## src/rtl/pc_hazard_ctrl_pkg.sv

```systemverilog
// Shared MIPS opcode/funct constants, hazard FSM encodings and decode helpers
// used by the PC hazard controller and its instruction decoder.
package pc_hazard_ctrl_pkg;

  localparam logic [5:0] OP_RTYPE = 6'h00;
  localparam logic [5:0] OP_J     = 6'h02;
  localparam logic [5:0] OP_JAL   = 6'h03;
  localparam logic [5:0] OP_BEQ   = 6'h04;
  localparam logic [5:0] OP_BNE   = 6'h05;
  localparam logic [5:0] OP_LW    = 6'h23;
  localparam logic [5:0] OP_SW    = 6'h2B;

  localparam logic [5:0] FN_JR    = 6'h08;

  localparam logic [1:0] ST_RUN     = 2'd0;
  localparam logic [1:0] ST_LDSTALL = 2'd1;
  localparam logic [1:0] ST_FLUSH   = 2'd2;
  localparam logic [1:0] ST_JRWAIT  = 2'd3;

  // jr costs the entry cycle plus this many JRWAIT bubble cycles
  localparam logic [1:0]  JR_WAIT_INIT  = 2'd1;
  localparam logic [15:0] STALL_CNT_MAX = 16'hFFFF;

  typedef struct packed {
    logic pc_bubble;
    logic id_flush;
    logic ex_bubble;
  } hz_ctrl_t;

  localparam hz_ctrl_t CTRL_NONE  = '{pc_bubble: 1'b0, id_flush: 1'b0, ex_bubble: 1'b0};
  localparam hz_ctrl_t CTRL_STALL = '{pc_bubble: 1'b1, id_flush: 1'b0, ex_bubble: 1'b1};
  localparam hz_ctrl_t CTRL_BRANCH = '{pc_bubble: 1'b0, id_flush: 1'b1, ex_bubble: 1'b1};
  localparam hz_ctrl_t CTRL_FLUSH_TAIL = '{pc_bubble: 1'b0, id_flush: 1'b1, ex_bubble: 1'b0};

  // True when the instruction reads its rt field as a source operand.
  function automatic logic op_reads_rt(input logic [5:0] op, input logic is_jr);
    logic result;
    result = 1'b0;
    case (op)
      OP_RTYPE:              result = !is_jr;
      OP_BEQ, OP_BNE, OP_SW: result = 1'b1;
      OP_LW, OP_J, OP_JAL:   result = 1'b0;
      default:               result = 1'b0;
    endcase
    return result;
  endfunction

  function automatic logic is_jr_instr(input logic [5:0] op, input logic [5:0] funct);
    return (op == OP_RTYPE) && (funct == FN_JR);
  endfunction

endpackage

```

## src/rtl/hazard_decode.sv

```systemverilog
// Combinational ID-stage decode: jr detection, rt usage and load-use hazard
// against the load currently in EX.
module hazard_decode
  import pc_hazard_ctrl_pkg::*;
(
  input  logic [31:0] i_instr,
  input  logic        i_ex_load,
  input  logic [4:0]  i_ex_rt,
  output logic        o_is_jr,
  output logic        o_uses_rt,
  output logic        o_load_use
);

  logic [5:0] w_op;
  logic [4:0] w_rs;
  logic [4:0] w_rt;
  logic [5:0] w_funct;
  logic [9:0] w_unused_fields;
  logic       w_rs_hit;
  logic       w_rt_hit;

  assign w_op            = i_instr[31:26];
  assign w_rs            = i_instr[25:21];
  assign w_rt            = i_instr[20:16];
  assign w_funct         = i_instr[5:0];
  assign w_unused_fields = i_instr[15:6];

  assign o_is_jr   = is_jr_instr(w_op, w_funct);
  assign o_uses_rt = op_reads_rt(w_op, o_is_jr);

  // $0 is hardwired, so a load "into" it never creates a dependency
  assign w_rs_hit   = (i_ex_rt == w_rs);
  assign w_rt_hit   = o_uses_rt && (i_ex_rt == w_rt);
  assign o_load_use = i_ex_load && (i_ex_rt != 5'd0) && (w_rs_hit || w_rt_hit);

endmodule

```

## src/rtl/pc_hazard_ctrl.sv

```systemverilog
// Pipeline hazard FSM: load-use stalls, taken-branch flushes and jr waits,
// with a saturating count of PC-hold cycles.
module pc_hazard_ctrl
  import pc_hazard_ctrl_pkg::*;
(
  input  logic        clk,
  input  logic        rst,
  input  logic [31:0] instr_id,
  input  logic        ex_load,
  input  logic [4:0]  ex_rt,
  input  logic        br_taken,
  output logic        pc_bubble,
  output logic        id_flush,
  output logic        ex_bubble,
  output logic [1:0]  state,
  output logic [15:0] stall_cnt
);

  logic [1:0]  r_state;
  logic [1:0]  r_wait_cnt;
  logic [15:0] r_stall_cnt;

  logic [1:0]  w_state_next;
  logic [1:0]  w_wait_next;
  hz_ctrl_t    w_ctrl;
  logic        w_is_jr;
  logic        w_uses_rt;
  logic        w_load_use;

  hazard_decode u_decode (
    .i_instr    (instr_id),
    .i_ex_load  (ex_load),
    .i_ex_rt    (ex_rt),
    .o_is_jr    (w_is_jr),
    .o_uses_rt  (w_uses_rt),
    .o_load_use (w_load_use)
  );

  always_comb begin
    w_state_next = r_state;
    w_wait_next  = r_wait_cnt;
    w_ctrl       = CTRL_NONE;
    case (r_state)
      ST_RUN, ST_LDSTALL: begin
        if (br_taken) begin
          w_ctrl       = CTRL_BRANCH;
          w_wait_next  = 2'd0;
          w_state_next = ST_FLUSH;
        end else if (w_load_use) begin
          w_ctrl       = CTRL_STALL;
          w_state_next = ST_LDSTALL;
        end else if (w_is_jr) begin
          w_ctrl       = CTRL_STALL;
          w_wait_next  = JR_WAIT_INIT;
          w_state_next = ST_JRWAIT;
        end else begin
          w_state_next = ST_RUN;
        end
      end
      ST_FLUSH: begin
        if (br_taken) begin
          w_ctrl       = CTRL_BRANCH;
          w_wait_next  = 2'd0;
          w_state_next = ST_FLUSH;
        end else begin
          w_ctrl       = CTRL_FLUSH_TAIL;
          w_state_next = ST_RUN;
        end
      end
      ST_JRWAIT: begin
        if (br_taken) begin
          w_ctrl       = CTRL_BRANCH;
          w_wait_next  = 2'd0;
          w_state_next = ST_FLUSH;
        end else if (r_wait_cnt != 2'd0) begin
          w_ctrl       = CTRL_STALL;
          w_wait_next  = r_wait_cnt - 2'd1;
          w_state_next = ST_JRWAIT;
        end else begin
          w_state_next = ST_RUN;
        end
      end
      default: begin
        w_wait_next  = 2'd0;
        w_state_next = ST_RUN;
      end
    endcase
  end

  // Reset masks the controls in the same cycle, before any state update
  assign pc_bubble = !rst && w_ctrl.pc_bubble;
  assign id_flush  = !rst && w_ctrl.id_flush;
  assign ex_bubble = !rst && w_ctrl.ex_bubble;
  assign state     = r_state;
  assign stall_cnt = r_stall_cnt;

  always_ff @(posedge clk) begin
    if (rst) begin
      r_state     <= ST_RUN;
      r_wait_cnt  <= 2'd0;
      r_stall_cnt <= 16'd0;
    end else begin
      r_state    <= w_state_next;
      r_wait_cnt <= w_wait_next;
      if (pc_bubble && (r_stall_cnt != STALL_CNT_MAX)) begin
        r_stall_cnt <= r_stall_cnt + 16'd1;
      end
    end
  end

endmodule
```

## config.mk

```make
export PLATFORM = sky130hd
export DESIGN_NAME = pc_hazard_ctrl
export DESIGN_NICKNAME = d
export VERILOG_FILES = /design/src/rtl/pc_hazard_ctrl_pkg.sv /design/src/rtl/hazard_decode.sv /design/src/rtl/pc_hazard_ctrl.sv
export SDC_FILE = /design/constraint.sdc
export NUM_CORES = 1
export LEC_CHECK = 0
export BUFFER_PORTS_ARGS = -buffer_cell sky130_fd_sc_hd__buf_2
export CORE_MARGIN = 4
export CORE_UTILIZATION = 47
export DETAILED_ROUTE_END_ITERATION = 10
export GPL_TIMING_DRIVEN = 0
export PLACE_DENSITY = 0.8
export SETUP_SLACK_MARGIN = 0.3
export SYNTH_ARGS = -nofsm -noshare
export SYNTH_HDL_FRONTEND = slang
export SYNTH_HIERARCHICAL = 1
export SYNTH_SLANG_ARGS = --single-unit
```

## constraint.sdc

```tcl
create_clock -name clk -period 2.7 [get_ports clk]
set_input_delay 0.405 -clock clk [delete_from_list [all_inputs] [get_ports clk]]
set_output_delay 0.405 -clock clk [all_outputs]
set_load 0.01 [all_outputs]
```

==> Word-level counts from Yosys, hierarchy flattened <==
Cells that the tools add are included.
{ "totals": {"elab_cells": 59, "input_bits": 41, "reg_bits": 20} }
{ "classes": {"muxes": 22, "n_eq_ne": 14, "add_sub_neg": 2, "n_reduce_logical": 18} }
{ "ops": {"columns": ["operator", "n"], "rows": [
  ["2-bit 2-to-1 mux", 12],
  ["16-bit by 1-bit adder with 16-bit output, second input constant", 1],
  ["16-bit inequality test, second input constant", 1],
  ["3-bit 2-to-1 mux", 5],
  ["6-bit by 3-bit == test with 1-bit output, second input constant", 2],
  ["2-bit case mux with 3 select lines", 2],
  ["5-bit == test", 2],
  ["3-bit case mux with 3 select lines", 1],
  ["1-bit logical AND", 8],
  ["6-bit by 4-bit == test with 1-bit output, second input constant", 1],
  ["6-bit == test, second input constant", 1],
  ["6-bit logical NOT", 1],
  ["3-bit inequality test, second input constant", 2],
  ["5-bit nonzero test", 1],
  ["2-bit == test, second input constant", 2],
  ["4-bit AND reduction", 1],
  ["3-bit by 2-bit inequality test with 1-bit output, second input constant", 1],
  ["3-bit OR reduction", 1],
  ["2-bit by 1-bit == test with 1-bit output, second input constant", 1],
  ["1-bit logical NOT", 2],
  ["2-bit logical NOT", 1],
  ["2-bit inequality test, second input constant", 1],
  ["1-bit case mux with 2 select lines", 1],
  ["2-bit nonzero test", 1],
  ["4 further kinds", 4]
]} }

==> Longest topological paths before layout <==
Gate-level depths: netlist of run 1.
{ "depth": {"word_depth": 12, "depth_mapped": 9, "ltp_nobuf": 9} }

==> Modules after synthesis <==
Netlist of run 1, hierarchy kept.
{ "by_module_without_submodules": {"columns": ["mod", "area_each_um2", "n_inst", "cells_each"], "rows": [
  ["pc_hazard_ctrl", 1176.1, 1, 130],
  ["hazard_decode", 216.5, 1, 28]
]} }

==> Worst setup path before layout of run 1 <==
No wires, ideal clock.
{ "synth_path": {"path_type": "in2reg", "startpoint": "input instr_id[26]", "endpoint": "register r_stall_cnt[9], in the netlist stall_cnt[9]", "path_buffers": 0, "path_slack_ps": 224, "t_arrival_ps": 2355, "path_stages": 8, "setup_ps": 121, "path_cell_list": "or4_4 -> a41oi_2 -> o21ba_2 -> a21o_1 -> o21ba_2 -> o211ai_4 -> nor4b_1 -> mux2_2"} }
{ "synth_via": {"elab_chain_len": 12, "elab_cells_between_ends": 17, "cone_classes": "3 x eq/ne; 5 x mux; 9 x reduce/logical"} }
{ "synth_lines": {"columns": ["item", "line_no", "rtl"], "rows": [
  ["from (decl)", "pc_hazard_ctrl.sv:8", "input logic [31:0] instr_id,"],
  ["parallel branches: the longest is 3 deep, another holds 6-bit by 3-bit == test with 1-bit output", null, null],
  ["1-bit case mux with 2 select lines (*)", "pc_hazard_ctrl_pkg.sv:39", "case (op)"],
  ["named net w_uses_rt", "pc_hazard_ctrl.sv:27", "logic w_uses_rt;"],
  ["1-bit logical AND (*)", "hazard_decode.sv:33", "assign w_rt_hit = o_uses_rt && (i_ex_rt == w_rt);"],
  ["1-bit logical OR (*)", "hazard_decode.sv:34", "assign o_load_use = i_ex_load && (i_ex_rt != 5'd0) && (w_rs_hit || w_rt_hit);"],
  ["1-bit logical AND (*)", "hazard_decode.sv:34", null],
  ["named net w_load_use", "pc_hazard_ctrl.sv:28", "logic w_load_use;"],
  ["3-bit 2-to-1 mux (*)", "pc_hazard_ctrl.sv:49", "end else if (w_load_use) begin"],
  ["3-bit 2-to-1 mux (*)", "pc_hazard_ctrl.sv:45", "if (br_taken) begin"],
  ["3-bit case mux with 3 select lines (*)", "pc_hazard_ctrl.sv:43", "case (r_state)"],
  ["1-bit logical AND (*)", "pc_hazard_ctrl.sv:91", "assign pc_bubble = !rst && w_ctrl.pc_bubble;"],
  ["1-bit logical AND (*)", "pc_hazard_ctrl.sv:105", "if (pc_bubble && (r_stall_cnt != STALL_CNT_MAX)) begin"],
  ["to (signal assigned)", "pc_hazard_ctrl.sv:106", "r_stall_cnt <= r_stall_cnt + 16'd1;"],
  ["to (decl)", "pc_hazard_ctrl.sv:21", "logic [15:0] r_stall_cnt;"]
]} }
Mark *: on every way through the listed nets, which the timed path passes.
A chain may end at the register's enable or synchronous reset.

==> Final worst setup path of run 1 <==
{ "layout_path": {"startpoint": "input ex_rt[4]", "endpoint": "output pc_bubble"} }
{ "layout_via": {"elab_chain_len": 8, "elab_cells_between_ends": 11, "cone_classes": "2 x eq/ne; 3 x mux; 6 x reduce/logical"} }
{ "layout_lines": {"columns": ["item", "line_no", "rtl"], "rows": [
  ["from (decl)", "pc_hazard_ctrl.sv:10", "input logic [4:0] ex_rt,"],
  ["5-bit == test", "hazard_decode.sv:33", null],
  ["1-bit logical AND", "hazard_decode.sv:33", null],
  ["1-bit logical OR", "hazard_decode.sv:34", null],
  ["1-bit logical AND (*)", "hazard_decode.sv:34", null],
  ["named net w_load_use", "pc_hazard_ctrl.sv:28", null],
  ["3-bit 2-to-1 mux (*)", "pc_hazard_ctrl.sv:49", null],
  ["3-bit 2-to-1 mux (*)", "pc_hazard_ctrl.sv:45", null],
  ["3-bit case mux with 3 select lines (*)", "pc_hazard_ctrl.sv:43", null],
  ["1-bit logical AND (*)", "pc_hazard_ctrl.sv:91", null],
  ["to (decl)", "pc_hazard_ctrl.sv:12", "output logic pc_bubble,"]
]} }
Mark *: on every way through the listed nets, which the timed path passes. The rest lies on a longest branch.

==> qor.yml, run 1 <==
detailed_routing:
  vias: 1434
  routed.top_layer: "met4"
  dr.first_iter.drc_count: 52
  post_drt_via_cell_ratio: 5.74
  drt_wl_total_um: 3550
  drcViolationCount: 0
  drtPass1Iterations: 4
  drtAntennaViolNets: 0
  wl_met2_um: 1780
  wl_met1_um: 1510
  routedWlPerCell_um: 14.2
  routed-wl-met3_um: 194
power_and_ir_drop:
  seqPwrFrac_pct: 47.5
  power.internal_uw: 489
  pwr-share-comb_pct: 13.1
  p_clk_share_pct: 39.4
  p_total_uw: 629
  swShare_pct: 22.3
  power_density_nw_per_um2: 341
  leakagePower_nw: 0.783
  ir_drop_mv: 0.408
  switchingPower_uw: 141
synthesis:
  synth_edf_count: 0
  synth_area_leaders: "dfxtp_1, a21oi_1, nor2_1"
  ys.warnings.count: 6
  synth_xor_xnor_area_share_pct: 6.29
  async_flop_share_pct: 0
  yosys_most_used_dff: "dfxtp_1"
  yosys-top-cells-count: "dfxtp_1, nor2_1, a21oi_1"
  synth_top_family_by_area: "simple AND/OR/NAND/NOR gates"
  syn_inst: 158
  synth-compound-area-share_pct: 17.1
  synth.area.mux_share_pct: 5.75
  ys_ff_latch: 20
  ys_types: 47
  syn_avg_cell_area_um2: 8.81
  synth_adder_area_share_pct: 1.80
  synth_seq_area_share_pct: 28.8
  yosys.area.top_type: "dfxtp_1"
  synth_top_area_share_pct: 28.8
  yosys.area_share.simple_pct: 36.0
  syn_area_um2: 1390
  synth_nets: 201
  synth_most_common_cell: "dfxtp_1"
critical_path:
  critical_path.endpoint_type: "primary output"
  rrSetupSlack_ps: 730
  cp.arrival_ps: 1990
  start_kind: "input pin"
  r2r_cells: 8
  reg2reg_from: "r_wait_cnt[0]"
  path_max_fanout: 4
  max_stage_delay_ps: 530
  crit_required_ps: 2300
  critPathSlowestCell: "or4_4"
  timing.rr.end: "stall_cnt[10]"
  crit_type: "input pin to primary output"
  cp_cell_sequence: "buf_8 > or4_4 > o21ai_2 > nor4_1 > a21o_1 > o21ba_4 > o21ai_4 > inv_4 > buf_6"
timing:
  hold_viol_final: 0
  fin_ws_ps: 304
  finalCriticalPeriod_ps: 2400
  timing.final.crit_share_pct: 88.7
  setup_tns_ps: 0
  tightest_slew_ps: 468
  rsz0062_at_grt: "true"
  clock_skew_ps: 7.34
  finalSetupViolations: 0
  relSlewSlack_pct: 68.5
  hold_slack_ps: 458
  finalMaxSlewViolations: 0
  max_clock_freq_ghz: 0.417
worst_hold_path:
  hold_class: "flip-flop to flip-flop"
  holdCritStartpoint: "r_wait_cnt[1]"
  holdPathEnd: "r_wait_cnt[1]"
  holdPathStages: 2
clock_network:
  cts-root-buf: "clkbuf_4"
  cts_tree: "built"
  cts-buffers-inserted: 3
  cts_buffer_depth: 2
  clkTransAtPathRegs_ps: 120
  htree_num_levels: 1
  clkLatencyLatePin_ps: 310
  numClockSinks: 20
placed_design:
  dp.cells: 240
  gp_congestion: 0.776
  dp_slack_ps: -38.9
  dpl-instance-area_um2: 1700
  dpl.hpwl_um: 2590
  io_buffer_count: 51
die:
  die_h_um: 62.4
  start_util_pct: 49.6
  rows: 19
  die_w_um: 62.4
  core-area_um2: 2810
  die_area_um2: 3900
  top_level_ports: 62
final_layout:
  num-fill-cells: 215
  fin_util_pct: 65.7
  stdcell_area_um2: 1840
  final_net_count: 263
  fin_cells: 250
  n_antenna_cell: 0
  synthToLayoutAreaGrowth_pct: 32.4
  drive_above_1_share_pct: 41.1
global_route:
  grt_max_degree: 13
  antenna_found_initial: 0
  grt-ovfl-total: 0
  track_usage_pct: 18.4
  first_global_vias: 1326
  grt_pass1_wl_um: 5980
status:
  status: "complete, no violations"
flow_run:
  drv_cap: 0
-- routing by layer --
| metal | GRT usage (%) | up-vias |
|---|---|---|
| li1 | - | 715 |
| met1 | 22.4 | 663 |
| met2 | 32.0 | 47 |
| met3 | 4.68 | 9 |
| met4 | 4.68 | 0 |
| met5 | 0 | - |
-- state kept, by name, indices dropped and copies added (netlist names) --
name and flops:
stall_cnt 16, state 2, r_wait_cnt 2
-- worst max-delay path: cells and delay by family --
family	cells	cell delay, ps
compound gates	4	710
simple gates	2	590
buf+inv	3	280
-- final cells by class --
| cell class | count | area [um^2] | share of cell area [%] |
|---|---|---|---|
| sequential | 20 | 400 | 21.7 |
| inverter | 8 | 32.5 | 1.76 |
| buffer | 4 | 30.0 | 1.63 |
| clock buffer | 3 | 22.5 | 1.22 |
| clock inverter | 1 | 30.0 | 1.63 |
| multi-input combinational | 126 | 967 | 52.4 |
| timing repair buffer | 57 | 323 | 17.5 |
| tap | 31 | 38.8 | 2.10 |
-- repair_timing --
action | CTS | global route
setup endpoints to repair | 2 | 7
setup buffers | 5 | 1
resized for setup | 9 | 3
pin swaps | 7 | 4
hold buffers | 0 | 0
-- logic make-up (layout without fill, tap and decap cells) --
kind of cell             count (synthesis)  after routing
AO/OA/AOI/OAI                           30             30
adder cells (fa/ha/maj)                  2              2
XOR/XNOR                                10             10
flip-flops                              20             20
buffers and inverters                   12             73
multiplexers                             7              7
AND/OR/NAND/NOR                         77             77
-- how the worst max path moves through the flow --
stage,startpoint,to,depth (start not counted)
2_1_floorplan,instr_id[26],stall_cnt[10],8
3_3_place_gp,ex_rt[0],pc_bubble,9
3_5_place_dp,ex_rt[0],pc_bubble,9
4_1_cts,ex_rt[4],pc_bubble,9
5_1_grt,ex_rt[4],ex_bubble,9
6_report,ex_rt[4],pc_bubble,9
-- power groups by stage --
stage | logic (mW) | clock network (mW) | registers (mW)
after detailed placement | 0.0758 | 0 | 0.305
after global placement | 0.0728 | 0 | 0.305
final | 0.0824 | 0.248 | 0.299
after CTS | 0.0817 | 0.251 | 0.299
after floorplan | 0.0361 | 0 | 0.305
after global routing | 0.0902 | 0.262 | 0.300
-- cells in the final DEF (no fill, tap or decap), drive strengths merged, types with 3 or more instances in the layout --
cell type,instances
a21oi,12
buf,59
clkbuf,5
dfxtp,20
inv,8
mux2,5
nand2,7
nand3,5
nand4,5
nor2,15
nor2b,4
nor3,8
nor3b,3
nor4,7
o21ai,5
o31ai,4
or2,4
or4,8
xnor2,6
xor2,4
No activity file was read; power rests on OpenSTA's default activity.
==> inputs of run 2 (changes only) <==
Settings changed: CORE_UTILIZATION 47 to 50, PLACE_DENSITY 0.8 to 0.84.
Clock period 2.7 ns to 2.8 ns, I/O delays scaled along.
==> run 2 against run 1 <==
  * Critical path depth unchanged
  * Wire length up 9.1%
  * Worst hold slack about the same
  * First-iteration DRC count up 79%
  * Count of clock-buffer cells in the layout up 1
  * Register-to-register slack better by 110 ps
  * Critical endpoint unchanged
  * Setup slack better by 9.7 ps
  * Total power down 13%
  * Final cell count down 1.2%
==> qor.yml, run 2 (synthesis gave the netlist of run 1 again) <==
status:
  status: "complete, no violations"
clock_network:
  clkLatencyLatePin_ps: 310  # about the same
  htree_num_levels: 1  # unchanged
  cts_tree: "built"
  clkTransAtPathRegs_ps: 110  # about the same
  cts-buffers-inserted: 3  # unchanged
  cts-root-buf: "clkbuf_4"
  cts_buffer_depth: 2  # unchanged
  numClockSinks: 20  # unchanged
final_layout:
  fin_cells: 247  # -1.2%
  final_cell_mix: "buf_2, dfxtp_1, nor2_1"
  final_common_cell: "buf_2"
  largest_reg_flops: 16  # unchanged
  synthToLayoutAreaGrowth_pct: 30.2
  num-fill-cells: 201  # -6.5%
  drive_above_1_share_pct: 41.5  # +0.38 points
  stdcell_area_um2: 1810  # -1.7%
  final_net_count: 261  # -0.76%
  n_antenna_cell: 0  # unchanged
critical_path:
  reg2reg_from: "r_wait_cnt[0]"
  cp.arrival_ps: 2070  # +80 ps
  r2r_cells: 8  # unchanged
  timing.rr.end: "stall_cnt[10]"
  start_kind: "input pin"
  crit_required_ps: 2380  # +80 ps
  rrSetupSlack_ps: 840  # +110 ps
  crit_type: "input pin to primary output"
  critical_path.endpoint_type: "primary output"
  path_max_fanout: 3  # -1
power_and_ir_drop:
  p_total_uw: 546  # -13%
  seqPwrFrac_pct: 52.8  # +5.3 points
  power_density_nw_per_um2: 301  # -12%
  pwr-share-comb_pct: 15.5  # +2.4 points
  p_clk_share_pct: 31.7  # -7.7 points
  switchingPower_uw: 139  # -0.78%
  swShare_pct: 25.6  # +3.2 points
  power.internal_uw: 406  # -17%
  ir_drop_mv: 0.239  # -41%
  leakagePower_nw: 0.769  # -1.8%
timing:
  rsz0062_at_grt: "true"
  fin_ws_ps: 314  # +9.73 ps
  timing.final.crit_share_pct: 88.8
  relSlewSlack_pct: 67.3  # -1.2 points
  max_clock_freq_ghz: 0.402
  finalMaxSlewViolations: 0  # unchanged
  finalCriticalPeriod_ps: 2490
  clock_skew_ps: 1.83  # -5.51 ps
  hold_slack_ps: 459  # +0.403 ps
  tightest_slew_ps: 490  # +22.1 ps
  hold_viol_final: 0  # unchanged
  finalSetupViolations: 0  # unchanged
die:
  top_level_ports: 62  # unchanged
  die_h_um: 60.8  # -2.7%
  core-area_um2: 2570  # -8.5%
  rows: 18  # -1
  start_util_pct: 54.2  # +4.6 points
  die_w_um: 60.8  # -2.7%
  die_area_um2: 3690  # -5.2%
global_route:
  grt_pass1_wl_um: 6180  # +3.5%
  first_global_vias: 1420  # +7.1%
  grt-ovfl-total: 0  # unchanged
  grt_max_degree: 12  # -1
  antenna_found_initial: 0  # unchanged
  track_usage_pct: 22.2  # +3.8 points
placed_design:
  dpl.hpwl_um: 2930  # +13%
  dp.cells: 239  # -0.42%
  io_buffer_count: 51  # unchanged
  dp_slack_ps: -79.3  # -40.3 ps
  dpl-instance-area_um2: 1690  # -0.81%
  gp_congestion: 0.832  # +7.3%
detailed_routing:
  post_drt_via_cell_ratio: 5.82  # +1.4%
  routedWlPerCell_um: 15.7  # +10%
  drcViolationCount: 0  # unchanged
  drt_wl_total_um: 3870  # +9.1%
  dr.first_iter.drc_count: 93  # +79%
  vias: 1437  # +0.21%
  drtAntennaViolNets: 0  # unchanged
  drtPass1Iterations: 4  # unchanged
worst_hold_path:
  hold_class: "flip-flop to flip-flop"
  holdCritStartpoint: "r_wait_cnt[1]"
  holdPathStages: 2  # unchanged
  holdPathEnd: "r_wait_cnt[1]"
flow_run:
  drv_cap: 0  # unchanged
## run 2: worst max-delay path, cell delays in order
cell     delay [ps]
buf_8           100
or4_4           550
o21ai_4         170
nor4_1           90
a21o_1          180
o21ba_4         220
o21ai_4         150
inv_2            50
buf_2           130
## run 2: power groups by stage
stage,Clock (mW),Sequential [mW],Combinational [mW]
2_1_floorplan,0,0.294,0.0344
3_3_place_gp,0,0.294,0.0689
3_5_place_dp,0,0.295,0.0746
4_1_cts,0.174,0.288,0.0784
5_1_grt,0.185,0.289,0.0908
6_report,0.173,0.288,0.0844
## run 2: metrics by stage
| stage | utilization (%) | TNS [ps] |
|---|---|---|
| floorplan | - | 0 |
| global placement | 65.6 | 0 |
| detailed placement | 65.6 | -134 |
| CTS | 69.2 | 0 |
| global route | 70.6 | 0 |
| finish | 70.6 | 0 |
## run 2: timing repair
action                     in CTS  in global routing
pin swaps                       5                  2
buffers inserted                3                  1
hold buffers                    0                  0
setup endpoints to repair       3                  3
resized for setup               7                  7
## run 2: how the worst max path moves through the flow
stage,from,end,slack (ps),depth (start not counted)
final,ex_rt[4],pc_bubble,310,9
after global routing,ex_rt[4],pc_bubble,280,9
after detailed placement,ex_rt[0],pc_bubble,-80,9
after global placement,instr_id[26],stall_cnt[9],50,9
after CTS,ex_rt[4],pc_bubble,270,9
after floorplan,instr_id[26],stall_cnt[9],310,8
## run 2: final cells by class
type / count / area (um^2) / share of cell area (%)
sequential: 20 / 400 / 22.1
inverter: 8 / 30.0 / 1.66
timing repair buffer: 55 / 302 / 16.6
buffer: 4 / 30.0 / 1.66
tap: 30 / 37.5 / 2.07
multi-input combinational: 126 / 977 / 53.9
clock buffer: 4 / 36.3 / 2.00
## run 2: routing by layer
layer	up-vias	global-route usage [%]	part of all wire [%]
li1	704	-	-
met1	684	26.8	42
met2	42	37.1	50
met3	7	2.98	6.4
met4	0	13.6	1.8
met5	-	0	0
==> inputs of run 3 (changes only) <==
Settings changed: CORE_UTILIZATION 50 to 40, PLACE_DENSITY 0.84 to 0.7.
==> run 3 against run 2 <==
  * Count of clock-buffer cells in the layout unchanged
  * Clock power about the same
  * Final cell count up 6.5%
  * Via count fell by 3.4%
  * Largest power group unchanged
  * Critical path type unchanged
  * Highest routed layer is now met3
==> qor.yml, run 3 (synthesis gave the netlist of run 1 again) <==
critical_path:
  crit_type: "input pin to primary output"
  crit_top_cell: "buf_2"
  critPathSlowestCell: "or4_4"
  crit_required_ps: 2380  # about the same
  max_stage_delay_ps: 520  # -30 ps
  critical_path.endpoint_type: "primary output"
  cp.arrival_ps: 2020  # -50 ps
  start_kind: "input pin"
  critPathTopFamily: "compound AO/OA/AOI/OAI gates"
  cp_cell_sequence: "buf_2 > or4_4 > o21ai_2 > nor4_1 > a21o_1 > o21ba_4 > o21ai_4 > inv_2 > buf_2"
  crit_buf_inv: 3  # unchanged
  path_max_fanout: 3  # unchanged
final_layout:
  final_net_count: 261  # unchanged
  drive_above_1_share_pct: 42.4  # +0.92 points
  fin_cells: 263  # +6.5%
  final_common_cell: "buf_2"
  num-fill-cells: 324  # +61%
  final_cell_mix: "buf_2, dfxtp_1, nor2_1"
  n_antenna_cell: 0  # unchanged
  stdcell_area_um2: 1840  # +1.4%
  synthToLayoutAreaGrowth_pct: 32.0
  largest_reg_flops: 16  # unchanged
  fin_util_pct: 55.1  # -16 points
clock_network:
  ctsHoldBuffers: 0  # unchanged
  clkLatencyLatePin_ps: 300  # about the same
  cts-root-buf: "clkbuf_4"
  numClockSinks: 20  # unchanged
  htree_num_levels: 1  # unchanged
  clkTransAtPathRegs_ps: 120  # about the same
  cts_buffer_depth: 2  # unchanged
  cts-buffers-inserted: 3  # unchanged
  cts_tree: "built"
timing:
  finalCriticalPeriod_ps: 2440  # -48.3 ps
  timing.final.crit_share_pct: 87.1  # -1.7 points
  hold_slack_ps: 462  # +3.60 ps
  relSlewSlack_pct: 65.6  # -1.7 points
  hold_viol_final: 0  # unchanged
  finalMaxSlewViolations: 0  # unchanged
  clock_skew_ps: 3.21  # +1.38 ps
  finalSetupViolations: 0  # unchanged
  max_clock_freq_ghz: 0.410  # +2.0%
  tightest_slew_ps: 516  # +25.8 ps
  setup_tns_ps: 0  # unchanged
  rsz0062_at_grt: "true"
  fin_ws_ps: 362  # +48.3 ps
placed_design:
  dpl.hpwl_um: 2570  # -12%
  io_buffer_count: 51  # unchanged
  dp.cells: 255  # +6.7%
  dp_slack_ps: -16.6  # +62.7 ps
  gp_congestion: 0.801  # -3.8%
  dpl-instance-area_um2: 1710  # +1.2%
die:
  core-area_um2: 3340  # +30%
  rows: 21  # +3
  die_w_um: 67.0  # +10%
  top_level_ports: 62  # unchanged
  start_util_pct: 41.7  # -13 points
  die_area_um2: 4490  # +22%
  die_h_um: 67.0  # +10%
detailed_routing:
  routedWlPerCell_um: 12.8  # -18%
  vias: 1388  # -3.4%
  drtAntennaViolNets: 0  # unchanged
  drtPass1Iterations: 6  # +2
  dr.first_iter.drc_count: 31  # -67%
  drcViolationCount: 0  # unchanged
  post_drt_via_cell_ratio: 5.28  # -9.3%
  drt_wl_total_um: 3380  # -13%
global_route:
  grt_pass1_wl_um: 5180  # -16%
  first_global_vias: 1215  # -14%
  grt-ovfl-total: 0  # unchanged
  grt_max_degree: 12  # unchanged
  antenna_found_initial: 0  # unchanged
  track_usage_pct: 14.7  # -7.5 points
power_and_ir_drop:
  power_density_nw_per_um2: 292  # -2.9%
  ir_drop_mv: 0.178  # -25%
  p_total_uw: 537  # -1.5%
  leakagePower_nw: 0.767  # -0.24%
worst_hold_path:
  hold_class: "flip-flop to flip-flop"
status:
  status: "complete, no violations"
flow_run:
  drv_cap: 0  # unchanged
==> run 3: cell counts in the layout (fill, tap and decap cells not counted) <==
No cell type changed its count.
==> run 3: area by class of cell <==
type                            count  area (um^2)  area share, %
Clock buffer                        4         36.3           1.97
Sequential cell                    20          400           21.8
Multi-Input combinational cell    126          986           53.6
Timing Repair Buffer               55          298           16.2
Inverter                            8         30.0           1.63
Tap cell                           46         57.6           3.13
Buffer                              4         30.0           1.63
==> run 3: metal layers <==
metal  GRT usage, %  vias to the layer above  routed length, um
met4           4.30                        0                  0
met1           18.7                      657               1550
met5              0                        -                  0
li1               -                      703                  -
met2           25.0                       28               1650
met3           2.70                        0                175
==> run 3: worst paths after layout <==
path	start	depth (start not counted)	to	slack [ps]
setup reg to reg	r_wait_cnt[0]	8	stall_cnt[10]	870
hold reg to reg	r_wait_cnt[1]	2	r_wait_cnt[1]	460
setup / recovery	ex_rt[0]	9	pc_bubble	360
hold / removal	r_wait_cnt[1]	2	r_wait_cnt[1]	460
==> run 3: what timing repair did <==
action	4_1_cts	5_1_grt
setup endpoints to repair	2	5
endpoints found under the hold margin	0	0
gates resized for setup	4	7
pin swaps	4	2
setup buffers	4	0
==> run 3: tightest hold or removal path, cell delays in order (launching register included) <==
cell and delay (ps):
dfxtp_1 330, nand2_1 50, a21oi_1 50
==> run 3: report_power, final <==
group          total [mW]  internal (mW)  leakage [nW]  switching [mW]
clock network       0.173         0.0793        0.0210          0.0938
logic              0.0761         0.0376         0.585          0.0385
registers           0.288          0.286         0.161         0.00201
total               0.537          0.403         0.767           0.134
